<file path="config.mk">
export PLATFORM = sky130hd
export DESIGN_NAME = compound_msg_packer_flat
export DESIGN_NICKNAME = d
export VERILOG_FILES = /design/src/rtl/compound_msg_packer_if.sv /design/src/rtl/compound_msg_packer.sv /design/src/flat_wrapper.sv
export SDC_FILE = /design/constraint.sdc
export NUM_CORES = 1
export LEC_CHECK = 0
export ABC_AREA = 1
export ABC_CLOCK_PERIOD_IN_PS = 10200
export CAP_MARGIN = 20
export CORE_ASPECT_RATIO = 1.75
export CORE_MARGIN = 5
export CORE_UTILIZATION = 61
export CTS_CLUSTER_SIZE = 8
export DETAILED_ROUTE_END_ITERATION = 10
export PLACE_DENSITY = 0.94
export SLEW_MARGIN = 20
export SYNTH_ARGS = -nofsm -noshare
export SYNTH_HDL_FRONTEND = slang
export SYNTH_SLANG_ARGS = --single-unit
export TNS_END_PERCENT = 100
</file>
<file path="constraint.sdc">
create_clock -name clk -period 10.2 [get_ports clk]
set_input_delay 3.06 -clock clk [delete_from_list [all_inputs] [get_ports clk]]
set_output_delay 3.06 -clock clk [all_outputs]
set_load 0.02 [all_outputs]
</file>
<file path="src/rtl/compound_msg_packer_if.sv">
// Message type, debug section encoding and the sample/message handshake bundle
// shared by compound_msg_packer and its neighbours.
package compound_msg_pkg;
  typedef struct packed {
    logic               mode;
    logic signed [31:0] x;
    logic               y;
  } compound_type_t;

  localparam logic MODE_READ  = 1'b0;
  localparam logic MODE_WRITE = 1'b1;

  typedef enum logic [1:0] {
    SEC_EMPTY   = 2'd0,
    SEC_PARTIAL = 2'd1,
    SEC_FULL    = 2'd2
  } packer_section_e;
endpackage

interface compound_msg_packer_if;
  import compound_msg_pkg::*;

  logic signed [31:0] data_in;
  logic               mode_in;
  logic               data_in_sync;
  logic               data_in_notify;
  compound_type_t     b_out;
  logic               b_out_sync;
  logic               b_out_notify;

  // packer side
  modport master (
    input  data_in, mode_in, data_in_sync, b_out_sync,
    output data_in_notify, b_out, b_out_notify
  );

  // producer/consumer side
  modport slave (
    output data_in, mode_in, data_in_sync, b_out_sync,
    input  data_in_notify, b_out, b_out_notify
  );
endinterface

</file>
<file path="src/rtl/compound_msg_packer.sv">
// Packs raw samples into {mode, x, y} messages and buffers them in a DEPTH-entry FIFO.
// Defining COMPOUND_MSG_PACKER_STATS_EN adds the tx_count / stall_count outputs.
module compound_msg_packer
  import compound_msg_pkg::*;
#(
  parameter int                 DEPTH       = 4,
  parameter logic signed [31:0] Y_THRESHOLD = 32'sd0
) (
  input  logic                  clk,
  input  logic                  rst,
  compound_msg_packer_if.master bus,
`ifdef COMPOUND_MSG_PACKER_STATS_EN
  output logic [31:0]           tx_count,
  output logic [31:0]           stall_count,
`endif
  output packer_section_e       section
);

  localparam int PW = (DEPTH > 1) ? $clog2(DEPTH) : 1;
  localparam int CW = PW + 1;
  localparam logic [PW-1:0] PTR_ONE    = PW'(1);
  localparam logic [CW-1:0] COUNT_ONE  = CW'(1);
  localparam logic [CW-1:0] COUNT_ZERO = CW'(0);
  localparam logic [CW-1:0] COUNT_FULL = CW'(DEPTH);
  localparam compound_type_t RESET_MSG = '{mode: MODE_READ, x: 32'sd0, y: 1'b0};

  compound_type_t  mem_r [DEPTH];
  logic [PW-1:0]   wr_ptr_r;
  logic [PW-1:0]   rd_ptr_r;
  logic [CW-1:0]   count_r;
  logic [CW-1:0]   count_next_s;
  packer_section_e section_r;
  packer_section_e section_next_s;
  logic            push_s;
  logic            pop_s;

  function automatic compound_type_t pack_msg(input logic signed [31:0] data, input logic mode);
    compound_type_t msg;
    msg.mode = mode ? MODE_WRITE : MODE_READ;
    msg.x    = data;
    msg.y    = (data > Y_THRESHOLD);
    return msg;
  endfunction

  assign push_s = bus.data_in_sync && bus.data_in_notify;
  assign pop_s  = bus.b_out_sync && bus.b_out_notify;

  // Occupancy after this cycle's handshakes.
  always_comb begin
    count_next_s = count_r;
    case ({push_s, pop_s})
      2'b10:   count_next_s = count_r + COUNT_ONE;
      2'b01:   count_next_s = count_r - COUNT_ONE;
      default: count_next_s = count_r;
    endcase
  end

  // FIFO storage, pointers and occupancy.
  always_ff @(posedge clk) begin
    if (!rst) begin
      for (int i = 0; i < DEPTH; i++) begin
        mem_r[i] <= RESET_MSG;
      end
      wr_ptr_r <= {PW{1'b0}};
      rd_ptr_r <= {PW{1'b0}};
      count_r  <= COUNT_ZERO;
    end else begin
      if (push_s) begin
        mem_r[wr_ptr_r] <= pack_msg(bus.data_in, bus.mode_in);
        wr_ptr_r        <= wr_ptr_r + PTR_ONE;
      end
      if (pop_s) begin
        rd_ptr_r <= rd_ptr_r + PTR_ONE;
      end
      count_r <= count_next_s;
    end
  end

  // Section state register.
  always_ff @(posedge clk) begin
    if (!rst) begin
      section_r <= SEC_EMPTY;
    end else begin
      section_r <= section_next_s;
    end
  end

  // Section follows the updated occupancy.
  always_comb begin
    section_next_s = SEC_PARTIAL;
    if (count_next_s == COUNT_ZERO) begin
      section_next_s = SEC_EMPTY;
    end else if (count_next_s == COUNT_FULL) begin
      section_next_s = SEC_FULL;
    end else begin
      section_next_s = SEC_PARTIAL;
    end
  end

  // Handshake outputs; section mirrors count, so notifies move the cycle after the change.
  always_comb begin
    bus.data_in_notify = 1'b1;
    bus.b_out_notify   = 1'b0;
    case (section_r)
      SEC_EMPTY: begin
        bus.data_in_notify = 1'b1;
        bus.b_out_notify   = 1'b0;
      end
      SEC_FULL: begin
        bus.data_in_notify = 1'b0;
        bus.b_out_notify   = 1'b1;
      end
      default: begin
        bus.data_in_notify = 1'b1;
        bus.b_out_notify   = 1'b1;
      end
    endcase
  end

  assign bus.b_out = mem_r[rd_ptr_r];
  assign section   = section_r;

`ifdef COMPOUND_MSG_PACKER_STATS_EN
  logic [31:0] tx_count_r;
  logic [31:0] stall_count_r;

  // Pop and stall counters, wrapping at 2^32.
  always_ff @(posedge clk) begin
    if (!rst) begin
      tx_count_r    <= 32'd0;
      stall_count_r <= 32'd0;
    end else begin
      if (pop_s) begin
        tx_count_r <= tx_count_r + 32'd1;
      end
      if (bus.data_in_sync && !bus.data_in_notify) begin
        stall_count_r <= stall_count_r + 32'd1;
      end
    end
  end

  assign tx_count    = tx_count_r;
  assign stall_count = stall_count_r;
`endif

endmodule

</file>
<file path="src/flat_wrapper.sv">
// flat-port wrapper written by rule: the top's interface ports become plain ports
module compound_msg_packer_flat import compound_msg_pkg::*;
#(
  parameter int                 DEPTH       = 4,
  parameter logic signed [31:0] Y_THRESHOLD = 32'sd0
)
  (clk, rst, section, bus_data_in, bus_mode_in, bus_data_in_sync, bus_b_out_sync, bus_data_in_notify, bus_b_out, bus_b_out_notify);
  compound_msg_packer_if bus_i ();
  input  logic clk;
  input  logic rst;
  output packer_section_e section;
  input wire logic [$bits(bus_i.data_in)-1:0] bus_data_in;
  input wire logic [$bits(bus_i.mode_in)-1:0] bus_mode_in;
  input wire logic [$bits(bus_i.data_in_sync)-1:0] bus_data_in_sync;
  input wire logic [$bits(bus_i.b_out_sync)-1:0] bus_b_out_sync;
  output wire logic [$bits(bus_i.data_in_notify)-1:0] bus_data_in_notify;
  output wire logic [$bits(bus_i.b_out)-1:0] bus_b_out;
  output wire logic [$bits(bus_i.b_out_notify)-1:0] bus_b_out_notify;
  assign bus_i.data_in = bus_data_in;
  assign bus_i.mode_in = bus_mode_in;
  assign bus_i.data_in_sync = bus_data_in_sync;
  assign bus_i.b_out_sync = bus_b_out_sync;
  assign bus_data_in_notify = bus_i.data_in_notify;
  assign bus_b_out = bus_i.b_out;
  assign bus_b_out_notify = bus_i.b_out_notify;
  compound_msg_packer #(.DEPTH(DEPTH), .Y_THRESHOLD(Y_THRESHOLD)) u_core (.clk(clk), .rst(rst), .bus(bus_i), .section(section));
endmodule
</file>
==> run metrics, run 1 <==
status=completed; CP Data Arrival Time=3.11 ns; critical path type=reg2out; fraction of registers with async set/reset=0%; Setup TNS=0 ns; Total Power=1.88 mW; Yosys Warn Count=0; count leader, synth=nor2_1; Final Skew=0.00558 ns; Net Sw Power=0.558 mW; vias per cell=5.90; Post-Syn Area per Cell=10.4 sq um; CP bufs+invs=3; clk_lat worst skew=0.43 ns; largest fanout on the critical path=69; EDFF count, synth=136; Seq/Total Area, Yosys=64.6%; initial antenna violation count=0; pwr/cell area=230 nW/um^2; die width=89.0 microns; synthesis-stage register bit count=147; combinational share of power=24.5%; grt total ovfl=0; GP Congestion=0.788; top cells by area, synth=edfxtp_1 61%, nor2_1 11%, o21ai_0 5.6%; drt pass-1 iters=6; sequential share of power=39.1%; fraction of layout cells with a size suffix above 1=11.0%; fin crit share=60.5%; Switching Fraction=29.7%; num rows=50; Max VDD drop=0.193 mV; CTS Buf Count=17; Mapped Cells=640; initial core utilization=62.3%; total track usage=26.8%; Worst setup SP type=flop; Setup Viol. Count Final=0; vias in the first global route=5389; hold path startpoint=u_core.rd_ptr_r[0]$_SDFFE_PN0P_; Routed WL=16700 microns; final hold violation count=0; slew margin rel.=28.2%; number of gates resized after cts=0; # clock sinks=147; Max Slew Vio Count=0; largest net degree at the start of global routing=70; Clock power frac=36.5%; Die Ht=148 microns; number of distinct library cells after synthesis=29; Final #Nets=745; antenna diode count=0; TritonCTS clock tree=built; Reg clk slew, reported paths=0.06 ns; CTS max path bufs=2; post-CTS setup buffers=0; DRC viols=0; Synth Cell Area=6660 sq um; pre-CTS setup slack=3.93 ns; Yosys top cell by area=edfxtp_1; fillers=571; vias=5007; antenna viol nets, final=0; Post-DP HPWL=10100 microns; Initial DRC Count=431; Synthesized Nets=679; family with the most delay on the worst path=buffers and inverters; Post-synth top cells=198 x nor2_1, 136 x edfxtp_1, 78 x inv_1; crit path time final=6.17 ns; CP Capture Type=output pin; synthesis-to-finish area growth=22.6%; Synth top area share=61.3%; RSZ-0062 raised after global routing=false; post-route cell area=8170 sq um; IO Count=75; worst min path class=reg2reg; crit-path cells=buf_4, inv_2, o21ai_0, o22ai_1, clkdlybuf4s50_1; global-route wire length before repair=26100 microns; Die ar.=13200 sq um; Post-CTS Hold Fix Bufs=0; I/O Buffers=74; WL/cell=19.7 microns; max incr delay on CP=0.87 ns; Fmax=0.162 GHz; Least-Margin Pin Slew=1.08 ns; Primary FF master, synth=edfxtp_1; Pint=1.32 mW; Lkg Pwr=3.08 nW; Clock Tree Root=clkbuf_16; H-tree level count=4; Crit Reg-Reg Startpoint=u_core.section[0]$_SDFF_PP0_; Slowest cell on crit path=inv_2; core area=10700 sq um; Max-Cap Viols=0; Req. time, crit path=7.14 ns; placed inst area=7530 sq um; final setup margin=4.03 ns
worst paths after layout:
check	endpoint	slack (ns)	cells after the start
setup / recovery	bus_b_out[21]	4.03	5
hold / removal	flop	0.51	1
setup reg to reg	u_core.mem_r[0][16]$_SDFFCE_PN0P_	7.33	7
hold reg to reg	flop	0.51	1
kinds of logic after synthesis:
kind of cell               after synthesis  share of synthesized area (%)
xor gates and xnor gates                 2                          0.263
adders and majority gates                2                          0.488
and+or+nand+nor                        260                           18.0
buffers and inverters                  115                           7.40
DFF                                    147                           64.6
AOI/OAI and AO/OA                      114                           9.28
power by group through the flow:
| stage | sequential, mW | clock [mW] | combinational [mW] |
|---|---|---|---|
| 4_1_cts | 0.733 | 0.682 | 0.461 |
| 6_report | 0.735 | 0.686 | 0.461 |
| 3_3_place_gp | 0.741 | 0 | 0.431 |
| 2_1_floorplan | 0.745 | 0 | 0.266 |
| 5_1_grt | 0.737 | 0.710 | 0.493 |
| 3_5_place_dp | 0.745 | 0 | 0.456 |
area by class of cell:
| class | count | area [sq um] | area share, % |
|---|---|---|---|
| Timing Repair Buffer | 81 | 853 | 10.4 |
| Multi-Input combinational cell | 378 | 1900 | 23.3 |
| Inverter | 81 | 304 | 3.72 |
| Tap cell | 130 | 163 | 1.99 |
| Sequential cell | 147 | 4310 | 52.7 |
| Clock inverter | 12 | 206 | 2.53 |
| Clock buffer | 20 | 437 | 5.35 |
layout by cell type (no fill, tap or decap), types with 2 or more instances in the layout:
cell type,count
a21oi_1,3
buf_16,3
buf_4,4
bufinv_16,5
clkbuf_1,3
clkbuf_16,17
clkdlybuf4s50_1,74
clkinv_4,5
dfxtp_1,10
edfxtp_1,136
inv_1,77
inv_2,3
nand2_1,20
nor2_1,198
nor2_2,10
nor2_4,21
nor3_1,4
o21ai_0,73
o21ai_4,2
o22ai_1,34
or2_2,2
xor2_1,2
state kept, by name (all words and copies together), names as in the netlist, named ones only:
name	count
u_core.count_r	3
u_core.mem_r	136
u_core.rd_ptr_r	2
u_core.section	2
u_core.wr_ptr_r	2
layer usage:
metal	up-vias	wire, microns	global-route usage (%)
li1	2266	-	-
met1	2421	5610	28.9
met2	272	9370	48.1
met3	48	1250	5.99
met4	0	501	12.9
met5	-	0	0
through the flow:
stage	cells	hold WS [ns]	utilization (%)
floorplan	640	0.444	-
global placement	814	0.459	69.6
detailed placement	817	0.474	70.4
CTS	849	0.501	76.4
global route	849	0.551	76.4
finish	849	0.506	76.4
No activity file was read; power rests on OpenSTA's default activity.
==> run 2: changes to the inputs <==
--- a/config.mk
+++ b/config.mk
@@ -6,14 +6,14 @@
 export NUM_CORES = 1
 export LEC_CHECK = 0
 export ABC_AREA = 1
-export ABC_CLOCK_PERIOD_IN_PS = 10200
+export ABC_CLOCK_PERIOD_IN_PS = 6200
 export CAP_MARGIN = 20
 export CORE_ASPECT_RATIO = 1.75
 export CORE_MARGIN = 5
-export CORE_UTILIZATION = 61
+export CORE_UTILIZATION = 56
 export CTS_CLUSTER_SIZE = 8
 export DETAILED_ROUTE_END_ITERATION = 10
-export PLACE_DENSITY = 0.94
+export PLACE_DENSITY = 0.88
 export SLEW_MARGIN = 20
 export SYNTH_ARGS = -nofsm -noshare
 export SYNTH_HDL_FRONTEND = slang
==> constraint.sdc (replaced) <==
create_clock -name clk -period 6.2 [get_ports clk]
set_input_delay 1.86 -clock clk [delete_from_list [all_inputs] [get_ports clk]]
set_output_delay 1.86 -clock clk [all_outputs]
set_load 0.02 [all_outputs]
==> run 2 against run 1 <==
Net effect:
- via count down 0.68%
- non-clock buffer count up 2
- hold slack worse by 0.021 ns
- register-to-register slack worse by 3.4 ns
- clock skew down 0.00094 ns
- critical path type unchanged
- largest cell class unchanged
==> run metrics, run 2 (same netlist as run 1, synthesis figures left out) <==
synthesis-to-finish area growth=22.3%; WL/cell=19.4 microns; slew margin rel.=30.5%; max reg flops=136; Non-Filler Instances=856; max incr delay on CP=0.80 ns; Max VDD drop=0.247 mV; TritonCTS clock tree=built; core area=11600 sq um; CTS max path bufs=2; Max-Cap Viols=0; Crit Reg-Reg Startpoint=u_core.wr_ptr_r[0]$_SDFFE_PN0P_; sequential share of power=39.7%; Switching Fraction=29.0%; I/O Buffers=74; Fmax=0.204 GHz; vias per cell=5.81; Lkg Pwr=3.06 nW; clk_lat worst skew=0.41 ns; fin crit share=79.1%; Slowest cell on crit path=inv_1; die width=92.4 microns; H-tree level count=4; FF-to-FF path depth=6; drt pass-1 iters=5; Req. time, crit path=4.34 ns; pre-CTS setup slack=1.86 ns; reg-to-reg slack, setup=3.89 ns; DRC viols=0; Setup Viol. Count Final=0; WHS Path Cells=1; # clock sinks=147; worst min path class=reg2reg; Post-DP HPWL=9910 microns; Post-CTS Hold Fix Bufs=0; Max Slew Vio Count=0; Worst Hold End=u_core.rd_ptr_r[0]$_SDFFE_PN0P_; Die Ht=154 microns; commonest non-fill, non-tap cell in the layout=nor2_1; final hold violation count=0; commonest non-fill, non-tap cells in the layout=198 x nor2_1, 136 x edfxtp_1, 77 x inv_1, 74 x clkdlybuf4s50_1, 73 x o21ai_0; fillers=756; DP Cell Count=823; IO Count=75; fin util=69.9%; critical path type=reg2out; vias in the first global route=5193; Clock power frac=35.5%; initial antenna violation count=0; post-CTS setup buffers=0; largest fanout on the critical path=35; vias=4973; total track usage=23.7%; Least-Margin Pin Slew=1.04 ns; antenna viol nets, final=0; num rows=52; GP Congestion=0.817; Initial DRC Count=653; Top Registers=u_core.mem_r: 136 flops, u_core.count_r: 3 flops; Reg clk slew, reported paths=0.06 ns; RSZ-0062 raised after global routing=false; grt total ovfl=0; final setup margin=1.30 ns; Die ar.=14300 sq um; Net Sw Power=0.883 mW; CP Data Arrival Time=3.04 ns; CTS Buf Count=17; Pint=2.17 mW; hold path startpoint=u_core.rd_ptr_r[0]$_SDFFE_PN0P_; worst reg2reg path endpoint=u_core.mem_r[1][24]$_SDFFCE_PN0P_; initial core utilization=57.2%; Min Hold Slack=0.485 ns; Total Power=3.05 mW; Final #Nets=747; fraction of layout cells with a size suffix above 1=10.7%; family with the most delay on the worst path=buffers and inverters; number of gates resized after cts=0; pwr/cell area=374 nW/um^2; combinational share of power=24.8%; largest register by flop count=u_core.mem_r; largest net degree at the start of global routing=69; crit path time final=4.90 ns; CP Capture Type=output pin; Setup TNS=0 ns; CP bufs+invs=3; Final Skew=0.00464 ns; post-route cell area=8150 sq um; Worst setup SP type=flop; status=completed; global-route wire length before repair=25800 microns; crit-path cells=buf_4, inv_1, o21ai_0, o22ai_1, clkdlybuf4s50_1; placed inst area=7490 sq um; Routed WL=16600 microns; antenna diode count=0; Clock Tree Root=clkbuf_16
==> run 2: cell types whose count changed in the layout (fill, tap and decap cells not counted), sizes merged <==
cell and change:
buf +2
==> run 2: how the worst max path moves through the flow <==
stage	to	cells past startpoint	start
global route	bus_b_out[30]	5	flop
detailed placement	u_core.mem_r[2][16]$_SDFFCE_PN0P_	5	rst
global placement	bus_b_out[18]	5	flop
CTS	bus_b_out[30]	5	flop
finish	bus_b_out[30]	5	flop
floorplan	u_core.mem_r[2][0]$_SDFFCE_PN0P_	5	rst
==> run 2: final cells by class <==
cell class                      instances  area, sq um  area share (%)
Sequential cell                       147         4310            52.9
Multi-Input combinational cell        378         1900            23.3
Timing Repair Buffer                   83          843            10.4
Clock buffer                           20          437            5.36
Inverter                               81          304            3.73
Clock inverter                         12          186            2.29
Tap cell                              135          169            2.07
==> run 2: power groups by stage <==
stage / clock network (mW) / registers (mW) / logic [mW]
6_report: 1.08 / 1.21 / 0.757
5_1_grt: 1.12 / 1.21 / 0.811
4_1_cts: 1.08 / 1.21 / 0.751
3_5_place_dp: 0 / 1.23 / 0.742
3_3_place_gp: 0 / 1.22 / 0.711
2_1_floorplan: 0 / 1.23 / 0.437
==> run 2: metal layers <==
| layer | track usage [%] | share of wire (%) |
|---|---|---|
| met1 | 26.0 | 34 |
| met2 | 43.1 | 55 |
| met3 | 4.76 | 7.4 |
| met4 | 11.6 | 4.0 |
| met5 | 0 | 0 |
